File: config.mk
export PLATFORM = sky130hd
export DESIGN_NAME = ps2_scan_decoder_flat
export DESIGN_NICKNAME = d
export VERILOG_FILES = /design/src/rtl/ps2_scan_decoder_if.sv /design/src/rtl/ps2_scan_decoder.sv /design/src/flat_wrapper.sv
export SDC_FILE = /design/constraint.sdc
export NUM_CORES = 1
export LEC_CHECK = 0
export CAP_MARGIN = 0
export CORE_UTILIZATION = 40
export DETAILED_ROUTE_END_ITERATION = 16
export GPL_ROUTABILITY_DRIVEN = 0
export PLACE_DENSITY_LB_ADDON = 0.3
export SKIP_CTS_REPAIR_TIMING = 1
export SLEW_MARGIN = 20
export SYNTH_ARGS = -nofsm -noshare
export SYNTH_HDL_FRONTEND = slang
export SYNTH_SLANG_ARGS = --single-unit
export TNS_END_PERCENT = 1
File: constraint.sdc
create_clock -name clk -period 2.7 [get_ports clk]
set_clock_uncertainty 0.1 [all_clocks]
set_input_delay 0.27 -clock clk [delete_from_list [all_inputs] [get_ports clk]]
set_output_delay 0.27 -clock clk [all_outputs]
set_load 0.05 [all_outputs]
File: src/rtl/ps2_scan_decoder_if.sv
// Byte-stream input from the PS/2 controller and the decoded event/status side.
// The decoder connects to the slave modport and the environment to the master modport.
interface ps2_scan_decoder_if;
  logic       rx_valid;
  logic [7:0] rx_data;
  logic       rx_err;
  logic       tx_rqst;

  logic       ev_valid;
  logic       ev_ready;
  logic [7:0] ev_code;
  logic       ev_ext;
  logic       ev_brk;
  logic       ev_pause;

  logic       sts_ack;
  logic       sts_resend;
  logic       sts_bat_ok;
  logic       sts_bat_fail;
  logic       sts_ovr;
  logic       sts_err;

  logic       ovf;
  logic       ovf_clr;

  modport master (
    output rx_valid, rx_data, rx_err, tx_rqst, ev_ready, ovf_clr,
    input  ev_valid, ev_code, ev_ext, ev_brk, ev_pause,
    input  sts_ack, sts_resend, sts_bat_ok, sts_bat_fail, sts_ovr, sts_err, ovf
  );

  modport slave (
    input  rx_valid, rx_data, rx_err, tx_rqst, ev_ready, ovf_clr,
    output ev_valid, ev_code, ev_ext, ev_brk, ev_pause,
    output sts_ack, sts_resend, sts_bat_ok, sts_bat_fail, sts_ovr, sts_err, ovf
  );
endinterface

File: src/rtl/ps2_scan_decoder.sv
// Folds Scan Code Set 2 prefix sequences into single key events queued in a small FIFO;
// device status bytes are reported as one-cycle pulses.
module ps2_scan_decoder #(
  parameter int unsigned DEPTH = 4
) (
  input logic              clk,
  input logic              rst_n,
  ps2_scan_decoder_if.slave bus
);

  localparam int unsigned AW = $clog2(DEPTH);

  typedef enum logic [2:0] {
    StIdle,
    StExt,
    StBrk,
    StExtBrk,
    StPause
  } state_e;

  state_e      state_q, state_d;
  logic [2:0]  pcnt_q, pcnt_d;
  logic        rx_valid_q;
  logic        rx_edge, acc, err_stb;

  logic        push;
  logic [10:0] push_entry;

  logic ack_d, resend_d, bat_ok_d, bat_fail_d, ovr_d, err_d;
  logic ack_q, resend_q, bat_ok_q, bat_fail_q, ovr_q, err_q;

  logic [AW:0]  wptr_q, rptr_q;
  logic [10:0]  mem_q [DEPTH];
  logic [10:0]  head;
  logic         full, empty, pop, wr_en, drop;
  logic         ovf_q;

  // Edge-detect valid so a level-held valid (error state, post-TX) counts once.
  assign rx_edge = bus.rx_valid & ~rx_valid_q;
  assign acc     = rx_edge & ~bus.tx_rqst & ~bus.rx_err;
  assign err_stb = rx_edge & bus.rx_err;

  always_comb begin
    state_d    = state_q;
    pcnt_d     = pcnt_q;
    push       = 1'b0;
    push_entry = '0;
    ack_d      = 1'b0;
    resend_d   = 1'b0;
    bat_ok_d   = 1'b0;
    bat_fail_d = 1'b0;
    ovr_d      = 1'b0;
    err_d      = 1'b0;

    if (err_stb) begin
      err_d   = 1'b1;
      state_d = StIdle;
      pcnt_d  = '0;
    end else if (acc) begin
      unique case (state_q)
        StIdle: begin
          case (bus.rx_data)
            8'hE0: state_d = StExt;
            8'hF0: state_d = StBrk;
            8'hE1: begin
              state_d = StPause;
              pcnt_d  = '0;
            end
            8'hFA: ack_d = 1'b1;
            8'hFE: resend_d = 1'b1;
            8'hAA: bat_ok_d = 1'b1;
            8'hFC, 8'hFD: bat_fail_d = 1'b1;
            8'h00, 8'hFF: ovr_d = 1'b1;
            default: begin
              push       = 1'b1;
              push_entry = {3'b000, bus.rx_data};
            end
          endcase
        end
        StExt: begin
          case (bus.rx_data)
            8'hF0: state_d = StExtBrk;
            8'hE0: state_d = StExt;
            8'hE1: begin
              err_d   = 1'b1;
              state_d = StIdle;
            end
            default: begin
              push       = 1'b1;
              push_entry = {3'b010, bus.rx_data};
              state_d    = StIdle;
            end
          endcase
        end
        StBrk, StExtBrk: begin
          case (bus.rx_data)
            8'hE0, 8'hE1, 8'hF0: begin
              err_d   = 1'b1;
              state_d = StIdle;
            end
            default: begin
              push       = 1'b1;
              push_entry = {1'b0, state_q == StExtBrk, 1'b1, bus.rx_data};
              state_d    = StIdle;
            end
          endcase
        end
        StPause: begin
          // Pause payload is not inspected; the 7th byte after E1 completes it.
          pcnt_d = pcnt_q + 3'd1;
          if (pcnt_q == 3'd6) begin
            push       = 1'b1;
            push_entry = {3'b100, 8'hE1};
            state_d    = StIdle;
          end
        end
        default: state_d = StIdle;
      endcase
    end
  end

  always_ff @(posedge clk or negedge rst_n) begin
    if (!rst_n) begin
      state_q    <= StIdle;
      pcnt_q     <= '0;
      rx_valid_q <= 1'b0;
      ack_q      <= 1'b0;
      resend_q   <= 1'b0;
      bat_ok_q   <= 1'b0;
      bat_fail_q <= 1'b0;
      ovr_q      <= 1'b0;
      err_q      <= 1'b0;
    end else begin
      state_q    <= state_d;
      pcnt_q     <= pcnt_d;
      rx_valid_q <= bus.rx_valid;
      ack_q      <= ack_d;
      resend_q   <= resend_d;
      bat_ok_q   <= bat_ok_d;
      bat_fail_q <= bat_fail_d;
      ovr_q      <= ovr_d;
      err_q      <= err_d;
    end
  end

  assign empty = (wptr_q == rptr_q);
  assign full  = (wptr_q[AW] != rptr_q[AW]) && (wptr_q[AW-1:0] == rptr_q[AW-1:0]);
  assign pop   = ~empty & bus.ev_ready;
  // A pop in the same cycle frees the slot, so a push into a full FIFO still lands.
  assign wr_en = push & (~full | pop);
  assign drop  = push & full & ~pop;

  always_ff @(posedge clk or negedge rst_n) begin
    if (!rst_n) begin
      wptr_q <= '0;
      rptr_q <= '0;
      ovf_q  <= 1'b0;
      for (int i = 0; i < int'(DEPTH); i++) begin
        mem_q[i] <= '0;
      end
    end else begin
      if (wr_en) begin
        mem_q[wptr_q[AW-1:0]] <= push_entry;
        wptr_q                <= wptr_q + {{AW{1'b0}}, 1'b1};
      end
      if (pop) begin
        rptr_q <= rptr_q + {{AW{1'b0}}, 1'b1};
      end
      if (drop) begin
        ovf_q <= 1'b1;
      end else if (bus.ovf_clr) begin
        ovf_q <= 1'b0;
      end
    end
  end

  assign head         = mem_q[rptr_q[AW-1:0]];
  assign bus.ev_valid = ~empty;
  assign bus.ev_code  = head[7:0];
  assign bus.ev_brk   = head[8];
  assign bus.ev_ext   = head[9];
  assign bus.ev_pause = head[10];

  assign bus.sts_ack      = ack_q;
  assign bus.sts_resend   = resend_q;
  assign bus.sts_bat_ok   = bat_ok_q;
  assign bus.sts_bat_fail = bat_fail_q;
  assign bus.sts_ovr      = ovr_q;
  assign bus.sts_err      = err_q;
  assign bus.ovf          = ovf_q;

endmodule

File: src/flat_wrapper.sv
// flat-port wrapper written by rule: the top's interface ports become plain ports
module ps2_scan_decoder_flat 
#(
  parameter int unsigned DEPTH = 4
)
  (clk, rst_n, bus_rx_valid, bus_rx_data, bus_rx_err, bus_tx_rqst, bus_ev_ready, bus_ovf_clr, bus_ev_valid, bus_ev_code, bus_ev_ext, bus_ev_brk, bus_ev_pause, bus_sts_ack, bus_sts_resend, bus_sts_bat_ok, bus_sts_bat_fail, bus_sts_ovr, bus_sts_err, bus_ovf);
  ps2_scan_decoder_if bus_i ();
  input logic clk;
  input logic rst_n;
  input wire logic [$bits(bus_i.rx_valid)-1:0] bus_rx_valid;
  input wire logic [$bits(bus_i.rx_data)-1:0] bus_rx_data;
  input wire logic [$bits(bus_i.rx_err)-1:0] bus_rx_err;
  input wire logic [$bits(bus_i.tx_rqst)-1:0] bus_tx_rqst;
  input wire logic [$bits(bus_i.ev_ready)-1:0] bus_ev_ready;
  input wire logic [$bits(bus_i.ovf_clr)-1:0] bus_ovf_clr;
  output wire logic [$bits(bus_i.ev_valid)-1:0] bus_ev_valid;
  output wire logic [$bits(bus_i.ev_code)-1:0] bus_ev_code;
  output wire logic [$bits(bus_i.ev_ext)-1:0] bus_ev_ext;
  output wire logic [$bits(bus_i.ev_brk)-1:0] bus_ev_brk;
  output wire logic [$bits(bus_i.ev_pause)-1:0] bus_ev_pause;
  output wire logic [$bits(bus_i.sts_ack)-1:0] bus_sts_ack;
  output wire logic [$bits(bus_i.sts_resend)-1:0] bus_sts_resend;
  output wire logic [$bits(bus_i.sts_bat_ok)-1:0] bus_sts_bat_ok;
  output wire logic [$bits(bus_i.sts_bat_fail)-1:0] bus_sts_bat_fail;
  output wire logic [$bits(bus_i.sts_ovr)-1:0] bus_sts_ovr;
  output wire logic [$bits(bus_i.sts_err)-1:0] bus_sts_err;
  output wire logic [$bits(bus_i.ovf)-1:0] bus_ovf;
  assign bus_i.rx_valid = bus_rx_valid;
  assign bus_i.rx_data = bus_rx_data;
  assign bus_i.rx_err = bus_rx_err;
  assign bus_i.tx_rqst = bus_tx_rqst;
  assign bus_i.ev_ready = bus_ev_ready;
  assign bus_i.ovf_clr = bus_ovf_clr;
  assign bus_ev_valid = bus_i.ev_valid;
  assign bus_ev_code = bus_i.ev_code;
  assign bus_ev_ext = bus_i.ev_ext;
  assign bus_ev_brk = bus_i.ev_brk;
  assign bus_ev_pause = bus_i.ev_pause;
  assign bus_sts_ack = bus_i.sts_ack;
  assign bus_sts_resend = bus_i.sts_resend;
  assign bus_sts_bat_ok = bus_i.sts_bat_ok;
  assign bus_sts_bat_fail = bus_i.sts_bat_fail;
  assign bus_sts_ovr = bus_i.sts_ovr;
  assign bus_sts_err = bus_i.sts_err;
  assign bus_ovf = bus_i.ovf;
  ps2_scan_decoder #(.DEPTH(DEPTH)) u_core (.clk(clk), .rst_n(rst_n), .bus(bus_i));
endmodule
## After elaboration in Yosys (flattened, before gate mapping)

Index checks and enable logic that the tools add are counted.

- Register bits after elaboration: 64
- Output and inout bits: 19
- Logic and storage cells: 130

- Reduce and logical (&&, ||, !) cells: 15
- Bitwise logic cells: 17
- Multiplexer cells: 56
- $lt $le $gt $ge: 3
- Add/subtract/negate cells: 3
- Equal/unequal tests: 20

Operators by type and width:

| kind | number |
|---|---|
| equality test 8 bit (second input constant) | 9 |
| 2-to-1 mux 11 bit | 6 |
| bitwise mux 44 bit | 1 |
| case mux 11 bit (4 select lines) | 1 |
| 2-to-1 mux 1 bit | 31 |
| binary-select mux 11 bit (select 2 bit) | 1 |
| demux 11 bit (select 2 bit) | 1 |
| 2-to-1 mux 10 bit | 2 |
| 2-to-1 mux 3 bit | 6 |
| case mux 3 bit (3 select lines) | 2 |
| OR reduction 10 bit | 1 |
| adder 3 x 1 -> 3 bit (second input constant) | 3 |
| bitwise AND 1 bit | 8 |
| logical NOT 8 bit | 1 |
| 2-to-1 mux 8 bit | 1 |
| equality test 3 x 2 -> 1 bit (second input constant) | 2 |
| equality test 3 bit (second input constant) | 2 |
| >= comparator 3 bit (second input constant) | 2 |
| inequality test 3 x 1 -> 1 bit (second input constant) | 2 |
| NOT 1 bit | 6 |
| NOT 2 -> 3 bit | 2 |
| case mux 3 bit (2 select lines) | 1 |
| AND reduction 3 bit | 2 |
| OR reduction 2 bit | 3 |
| other kinds (15) | 18 |

## Longest topological paths before layout

Gate-level depths: netlist of the first run.

- Depth in word-level cells: 9
- Gate-level depth with buffers: 7

## Worst setup path before layout of the first run

No wires, ideal clock.

- Path kind: reg2reg
- Start point: register u_core.rx_valid_q
- End point: register u_core.mem_q[38] (netlist name)
- Arrival time: 1.925 ns
- Cell stages (with the launch flop): 8
- Clock period less this slack: 2.151 ns
- Slack: 0.549 ns
- Cells stage by stage: dfrtp_1 or3b_1 buf_6 a211o_4 nor2_8 o211ai_2 buf_6 mux2_4

- Cells in the longest elaborated chain, start to end: 7

Ends and longest elaborated chain:

| what | RTL line | source |
|---|---|---|
| from (decl) | ps2_scan_decoder.sv:23 | `logic rx_valid_q;` |
| from (signal assigned) | ps2_scan_decoder.sv:136 | `rx_valid_q <= bus.rx_valid;` |
| NOT 1 bit * | ps2_scan_decoder.sv:39 | `assign rx_edge = bus.rx_valid & ~rx_valid_q;` |
| bitwise AND 1 bit * | ps2_scan_decoder.sv:39 |  |
| bitwise AND 1 bit (2 in a row) | ps2_scan_decoder.sv:40 | `assign acc = rx_edge & ~bus.tx_rqst & ~bus.rx_err;` |
| 2-to-1 mux 11 bit / 2-to-1 mux 1 bit (equally long branches) | ps2_scan_decoder.sv:59 | `end else if (acc) begin` |
| 2-to-1 mux 11 bit / 2-to-1 mux 1 bit (equally long branches) | ps2_scan_decoder.sv:55 | `if (err_stb) begin` |
| bitwise mux 44 bit / bitwise AND 1 bit (equally long branches) | ps2_scan_decoder.sv:163, ps2_scan_decoder.sv:150 |  |
| to (signal, indexed assignment) | ps2_scan_decoder.sv:163 | `mem_q[wptr_q[AW-1:0]] <= push_entry;` |
| to (decl) | ps2_scan_decoder.sv:33 | `logic [10:0] mem_q [DEPTH];` |

Every way passes the cells marked *; elsewhere a longest branch is shown, timed or not.
A chain may end at the register's enable or synchronous reset.

## Final worst setup path of the first run

- Start point: register u_core.state_q[0]
- End point: register u_core.mem_q[33] (netlist name)

- Cells in the longest elaborated chain, start to end: 6

Ends and longest elaborated chain:

| what | RTL line | source |
|---|---|---|
| from (decl) | ps2_scan_decoder.sv:21 | `state_e state_q, state_d;` |
| from (signal assigned) | ps2_scan_decoder.sv:124 | `state_q <= StIdle;` |
| from (signal assigned) | ps2_scan_decoder.sv:134 | `state_q <= state_d;` |
| equality test 3 x 1 -> 1 bit / equality test 3 x 2 -> 1 bit (equally long branches) | ps2_scan_decoder.sv:60 | `unique case (state_q)` |
| OR reduction 3 bit (no source line) / OR reduction 2 bit (equally long branches) | -- |  |
| case mux 1 bit (3 select lines) / case mux 11 bit (4 select lines) (equally long branches) | ps2_scan_decoder.sv:60 |  |
| 2-to-1 mux 1 bit / 2-to-1 mux 11 bit (equally long branches) | ps2_scan_decoder.sv:59 |  |
| 2-to-1 mux 1 bit / 2-to-1 mux 11 bit (equally long branches) | ps2_scan_decoder.sv:55 |  |
| bitwise AND 1 bit / bitwise mux 44 bit (equally long branches) | ps2_scan_decoder.sv:150, ps2_scan_decoder.sv:163 |  |

Several ways; a longest one is shown, not always the timed one.

==> results of run 1 <==
[cell type report]
class	instances	area, sq um
clock buffers	10	138
inverters	5	18.8
multi-input cells	165	1600
fillers	679	3750
clock inverters	6	115
repair buffers	63	536
well taps	102	128
flip-flops and latches	64	1600
[per-stage QoR]
stage               hold WS, ns  util [%]  setup slack (ns)
floorplan                -0.126         -             0.549
global placement          0.212      49.1             0.115
detailed placement        0.210      49.1            0.0882
CTS                      -0.174      52.3             0.403
global route              0.347      52.4             0.208
finish                    0.322      52.4             0.379
[report_power, final]
group / switching, mW / internal, mW / total [mW]
registers: 0.157 / 1.21 / 1.36
clock network: 0.410 / 0.643 / 1.05
logic: 0.874 / 0.683 / 1.56
[how the worst max path moves through the flow]
stage | slack [ns] | cells after the start | from | to
after floorplan | 0.55 | 7 | u_core.rx_valid_q | u_core.mem_q[38]
after global placement | 0.12 | 6 | bus_rx_data[4] | u_core.mem_q[0]
after detailed placement | 0.09 | 7 | bus_rx_data[6] | u_core.mem_q[33]
after CTS | 0.40 | 7 | u_core.state_q[0] | u_core.mem_q[33]
after global routing | 0.21 | 7 | u_core.state_q[0] | u_core.mem_q[22]
final | 0.38 | 7 | u_core.state_q[0] | u_core.mem_q[33]
[metal layers]
metal	global-route usage (%)	wire length, microns	up-vias
li1	-	-	1070
met1	26.8	3580	1169
met2	28.6	3500	54
met3	4.07	294	8
met4	9.49	117	0
met5	0	0	-
[layout by cell type, fill, tap and decap left out, types with 2 or more instances in the layout]
cell type and n:
a21oi_1 7, dfrtp_1 64, nor2_1 12, o211ai_2 3
o21ai_0 5, a32o_2 10, nand2b_1 6, or4_1 2
ha_1 7, nor2_8 2, nand3b_1 2, nand3_1 5
nor3_1 3, a31oi_1 2, buf_4 40, mux2_1 6
nor4_1 4, and3_1 4, inv_1 5, nand2_1 9
nor3_2 2, a32o_1 6, xnor2_1 6, mux2_4 11
mux4_2 11, bufinv_16 3, a22o_1 12, clkbuf_8 10
clkdlybuf4s50_1 20, xor2_1 2
[cell families after synthesis]
| family | after synthesis | synth area share (%) |
|---|---|---|
| simple gates | 64 | 12.2 |
| flops | 64 | 47.9 |
| compound gates | 56 | 15.9 |
| mux | 30 | 15.0 |
| buf+inv | 23 | 4.34 |
| xor+xnor | 8 | 2.10 |
| fa+ha+maj | 7 | 2.62 |
[sequential cells by signal (all words and copies together), names as in the netlist, 3 cells and up]
| name | cells |
|---|---|
| u_core.wptr_q | 3 |
| u_core.mem_q | 44 |
| u_core.state_q | 3 |
| u_core.pcnt_q | 3 |
| u_core.rptr_q | 3 |
[worst max-delay path: stages (launching register included)]
cell and delay, ns:
dfrtp_1 0.49, nor3_2 0.28, o21ai_0 0.12, buf_4 0.16, a211oi_4 0.41, o211ai_2 0.13
buf_4 0.18, mux2_1 0.31
==> flow_summary.yaml, run 1 <==
place:
  dpl.hpwl_mm: 5.16
  dp.cells: 398
  port_buffers: 33
  dpl-instance-area_sq_um: 3870
route:
  drt-total-wl_mm: 7.49
  via_count: 2301
  antenna_left: 0
  drt-pass1-iter-count: 4
  detail_route.wl_per_cell_microns: 18.0
  routed_via_density: 5.54
  drcViolationCount: 0
  drt_iter0_drc: 118
worst_setup_path:
  reg2reg_slack_ns: 0.38
  r2r_end: "u_core.mem_q[33]"
  r2r_cells: 7
  crit_required_ns: 2.83
  cp-start-kind: "flop"
  rr_startpoint: "u_core.state_q[0]"
  worstSetupPathType: "flop to flop"
  crit_arrival_ns: 2.45
  critPathMaxFanout: 9
  cp-end-kind: "flop"
timing:
  clock.fmax_mhz: 431
  fin_crit_ns: 2.32
  fin_tns_setup_ns: 0
  slew_headroom_pct: 50.6
  min_period_over_period_pct: 85.9
  drv_slew: 0
  setup-violations-final: 0
  worst_pin_slew_ns: 0.732
  finalHoldViolations: 0
  rsz0062_at_grt: "false"
final_layout:
  drive_gt1_share_pct: 34.5
  fin_nets: 330
  finalInstanceArea_sq_um: 4130
  diodes: 0
  area_growth_pct: 23.6
  stdcell_count: 415
synthesis:
  ys_top_cells_by_area: "dfrtp_1 48%, mux4_2 7.4%, mux2_4 4.9%, a32o_2 3.4%, a22o_1 3.1%"
  synth.top_cell.area_share_pct: 47.9
  syn_inst: 252
  postSynth.asyncResetShare_pct: 100
  synth_cell_type_count: 58
  ys_seq_area_share_pct: 47.9
  synth.most_common_cell: "dfrtp_1"
  ys_ff_latch: 64
  yosysWarnings: 0
  synth_edf_count: 0
  ys.flop_type: "dfrtp_1"
  syn-num-nets: 274
  syn_area_sq_um: 3340
  synth.avg_cell_area_sq_um: 13.3
  yosysTopAreaCell: "dfrtp_1"
  synth_common_cells: "64 x dfrtp_1, 12 x a22o_1, 12 x nor2_1"
power:
  p_per_area_nw_per_um2: 961
  total_power_mw: 3.97
  power_leakage_nw: 1.89
  ir_drop_uv: 648
global_routing:
  antenna_found_initial: 0
  grt_pass1_vias: 2378
  grt_max_degree: 65
  grt_pass1_wl_mm: 12.5
  grt_usage_pct: 19.3
  gr-total-overflow: 0
floorplanning:
  die_h_microns: 93.4
  rows: 32
  initial_core_util_pct: 42.4
  core_sq_um: 7890
  pin_count: 34
  die_w_microns: 93.4
  die_area_sq_um: 8730
clock_network:
  worst_skew_pair.late_latency_ns: 0.35
  cts-buffers-inserted: 9
  tritoncts: "yes"
  clk_pin_slew_worst_paths_ns: 0.07
  clock-sinks: 64
  clock-root-buffer: "clkbuf_8"
  htree_levels: 3
  clockBufferDepth: 2
run_status:
  status: "complete, no violations"
run:
  cap_violations: 0
min_path:
  hold_class: "primary input to flop"
  min_path_cells: 1
  worstHoldEndpoint: "u_core.rx_valid_q"
  hold_start: "bus_rx_valid"
Power figures use the tool's default switching activity.
==> inputs of run 2 (changes only) <==
--- a/config.mk
+++ b/config.mk
@@ -6,12 +6,13 @@
 export NUM_CORES = 1
 export LEC_CHECK = 0
 export CAP_MARGIN = 0
+export CORE_MARGIN = 2
 export CORE_UTILIZATION = 40
 export DETAILED_ROUTE_END_ITERATION = 16
 export GPL_ROUTABILITY_DRIVEN = 0
 export PLACE_DENSITY_LB_ADDON = 0.3
 export SKIP_CTS_REPAIR_TIMING = 1
-export SLEW_MARGIN = 20
+export SLEW_MARGIN = 40
 export SYNTH_ARGS = -nofsm -noshare
 export SYNTH_HDL_FRONTEND = slang
 export SYNTH_SLANG_ARGS = --single-unit
==> run 2 against run 1 <==
Clock power fell by 12%; worst setup slack got worse by 0.038 ns; clock-buffer cell count did not move.
==> flow_summary.yaml, run 2 (same netlist as run 1, synthesis figures left out) <==
clock_network:
  clock-sinks: 64
  tritoncts: "yes"
  clockBufferDepth: 2
  clock-root-buffer: "clkbuf_8"
  cts-buffers-inserted: 9
  worst_skew_pair.late_latency_ns: 0.34
  htree_levels: 3
  clk_pin_slew_worst_paths_ns: 0.07
power:
  p_per_area_nw_per_um2: 939
  power_leakage_nw: 1.87
  total_power_mw: 3.84
  ir_drop_uv: 498
global_routing:
  grt_pass1_vias: 2341
  grt_pass1_wl_mm: 12.6
  gr-total-overflow: 0
  antenna_found_initial: 0
  grtUsageMet3_pct: 3.08
  top_usage_layer: "met2"
  grt_usage_pct: 18.6
  grt_max_degree: 28
  met1_usage_pct: 25.8
  met2_usage_pct: 29.3
final_layout:
  fillers: 722
  drive_gt1_share_pct: 33.9
  final_cell_mix: "64 x dfrtp_1, 38 x buf_4, 20 x clkdlybuf4s50_1"
  diodes: 0
  largest_register_ff_count: 44
  top_register: "u_core.mem_q"
  post-route-util_pct: 50.0
  final_common_cell: "dfrtp_1"
  area_growth_pct: 22.3
  fin_nets: 328
timing:
  min_period_over_period_pct: 87.3
  whs_ns: 0.337
  fin_crit_ns: 2.36
  slew_headroom_pct: 50.1
  drv_slew: 0
  finalHoldViolations: 0
  worst_pin_slew_ns: 0.739
  rsz0062_at_grt: "false"
  setup-violations-final: 0
  clock.fmax_mhz: 424
place:
  port_buffers: 33
  dpl.hpwl_mm: 5.50
worst_setup_path:
  worstSetupPathType: "primary input to flop"
  crit_arrival_ns: 2.48
  cp-end-kind: "flop"
  cp-start-kind: "primary input"
  critPathMaxFanout: 7
  crit_required_ns: 2.82
route:
  detail_route.wl_per_cell_microns: 18.4
  antenna_left: 0
  drcViolationCount: 0
  drt_iter0_drc: 103
  routed_via_density: 5.52
  drt-total-wl_mm: 7.62
  via_count: 2290
  drt-pass1-iter-count: 4
run:
  cap_violations: 0
floorplanning:
  pin_count: 34
  die_w_microns: 95.4
  die_area_sq_um: 9110
  core_sq_um: 8180
  rows: 33
  initial_core_util_pct: 40.9
  die_h_microns: 95.4
run_status:
  status: "complete, no violations"
min_path:
  hold_class: "primary input to flop"
[run 2: cell count changes in the layout (fill, tap and decap cells not counted), sizes merged]
cell,change
buf,-2
bufinv,-1
clkinv,+1
inv,-1
[run 2: path summary, 6_finish.rpt]
check                             startpoint                end  slack, ns  cells past startpoint
max in group asynchronous              rst_n   u_core.rptr_q[2]       1.32                      3
max                           bus_rx_data[4]   u_core.mem_q[11]       0.34                      7
min                             bus_rx_valid  u_core.rx_valid_q       0.34                      1
min reg2reg                 u_core.wptr_q[2]   u_core.wptr_q[2]       0.39                      1
min in group asynchronous              rst_n   u_core.mem_q[23]       0.39                      2
max reg2reg                u_core.state_q[0]   u_core.mem_q[11]       0.37                      7
[run 2: metal layers]
layer | part of all wire [%] | up-vias
met5 | 0 | -
met4 | 0.95 | 0
met3 | 3.5 | 5
met2 | 48 | 47
met1 | 48 | 1166
li1 | - | 1072
[run 2: worst max-delay path, cell delays in order]
cell             delay, ns
clkdlybuf4s50_1       0.55
or4_4                 0.61
o2bb2ai_2             0.20
a211oi_4              0.13
o211ai_2              0.21
buf_4                 0.18
mux2_1                0.32
[run 2: per-stage QoR]
| stage | std cells | TNS, ns | area (sq um) | setup WS [ns] |
|---|---|---|---|---|
| 6_report | 415 | 0 | 4090 | 0.342 |
| 3_3_place_gp | 399 | 0 | 3860 | 0.0287 |
| 3_5_place_dp | 399 | -0.00703 | 3860 | -0.00703 |
| 5_1_grt | 415 | 0 | 4090 | 0.239 |
| 4_1_cts | 414 | 0 | 4080 | 0.357 |
| 2_1_floorplan | 252 | 0 | 3340 | 0.549 |
[run 2: area by class of cell]
| cell class | instances | area, sq um | share of cell area (%) |
|---|---|---|---|
| clock buffer | 10 | 138 | 3.37 |
| clock inverter | 5 | 81.3 | 1.99 |
| inverter | 5 | 18.8 | 0.459 |
| multi-input combinational | 165 | 1600 | 39.1 |
| sequential | 64 | 1600 | 39.2 |
| tap | 105 | 131 | 3.21 |
| timing repair buffer | 61 | 520 | 12.7 |
[run 2: report_power, final]
part / leakage (nW) / internal [mW] / switching, mW
Combinational: 0.912 / 0.682 / 0.861
Sequential: 0.849 / 1.21 / 0.170
Clock: 0.108 / 0.540 / 0.379
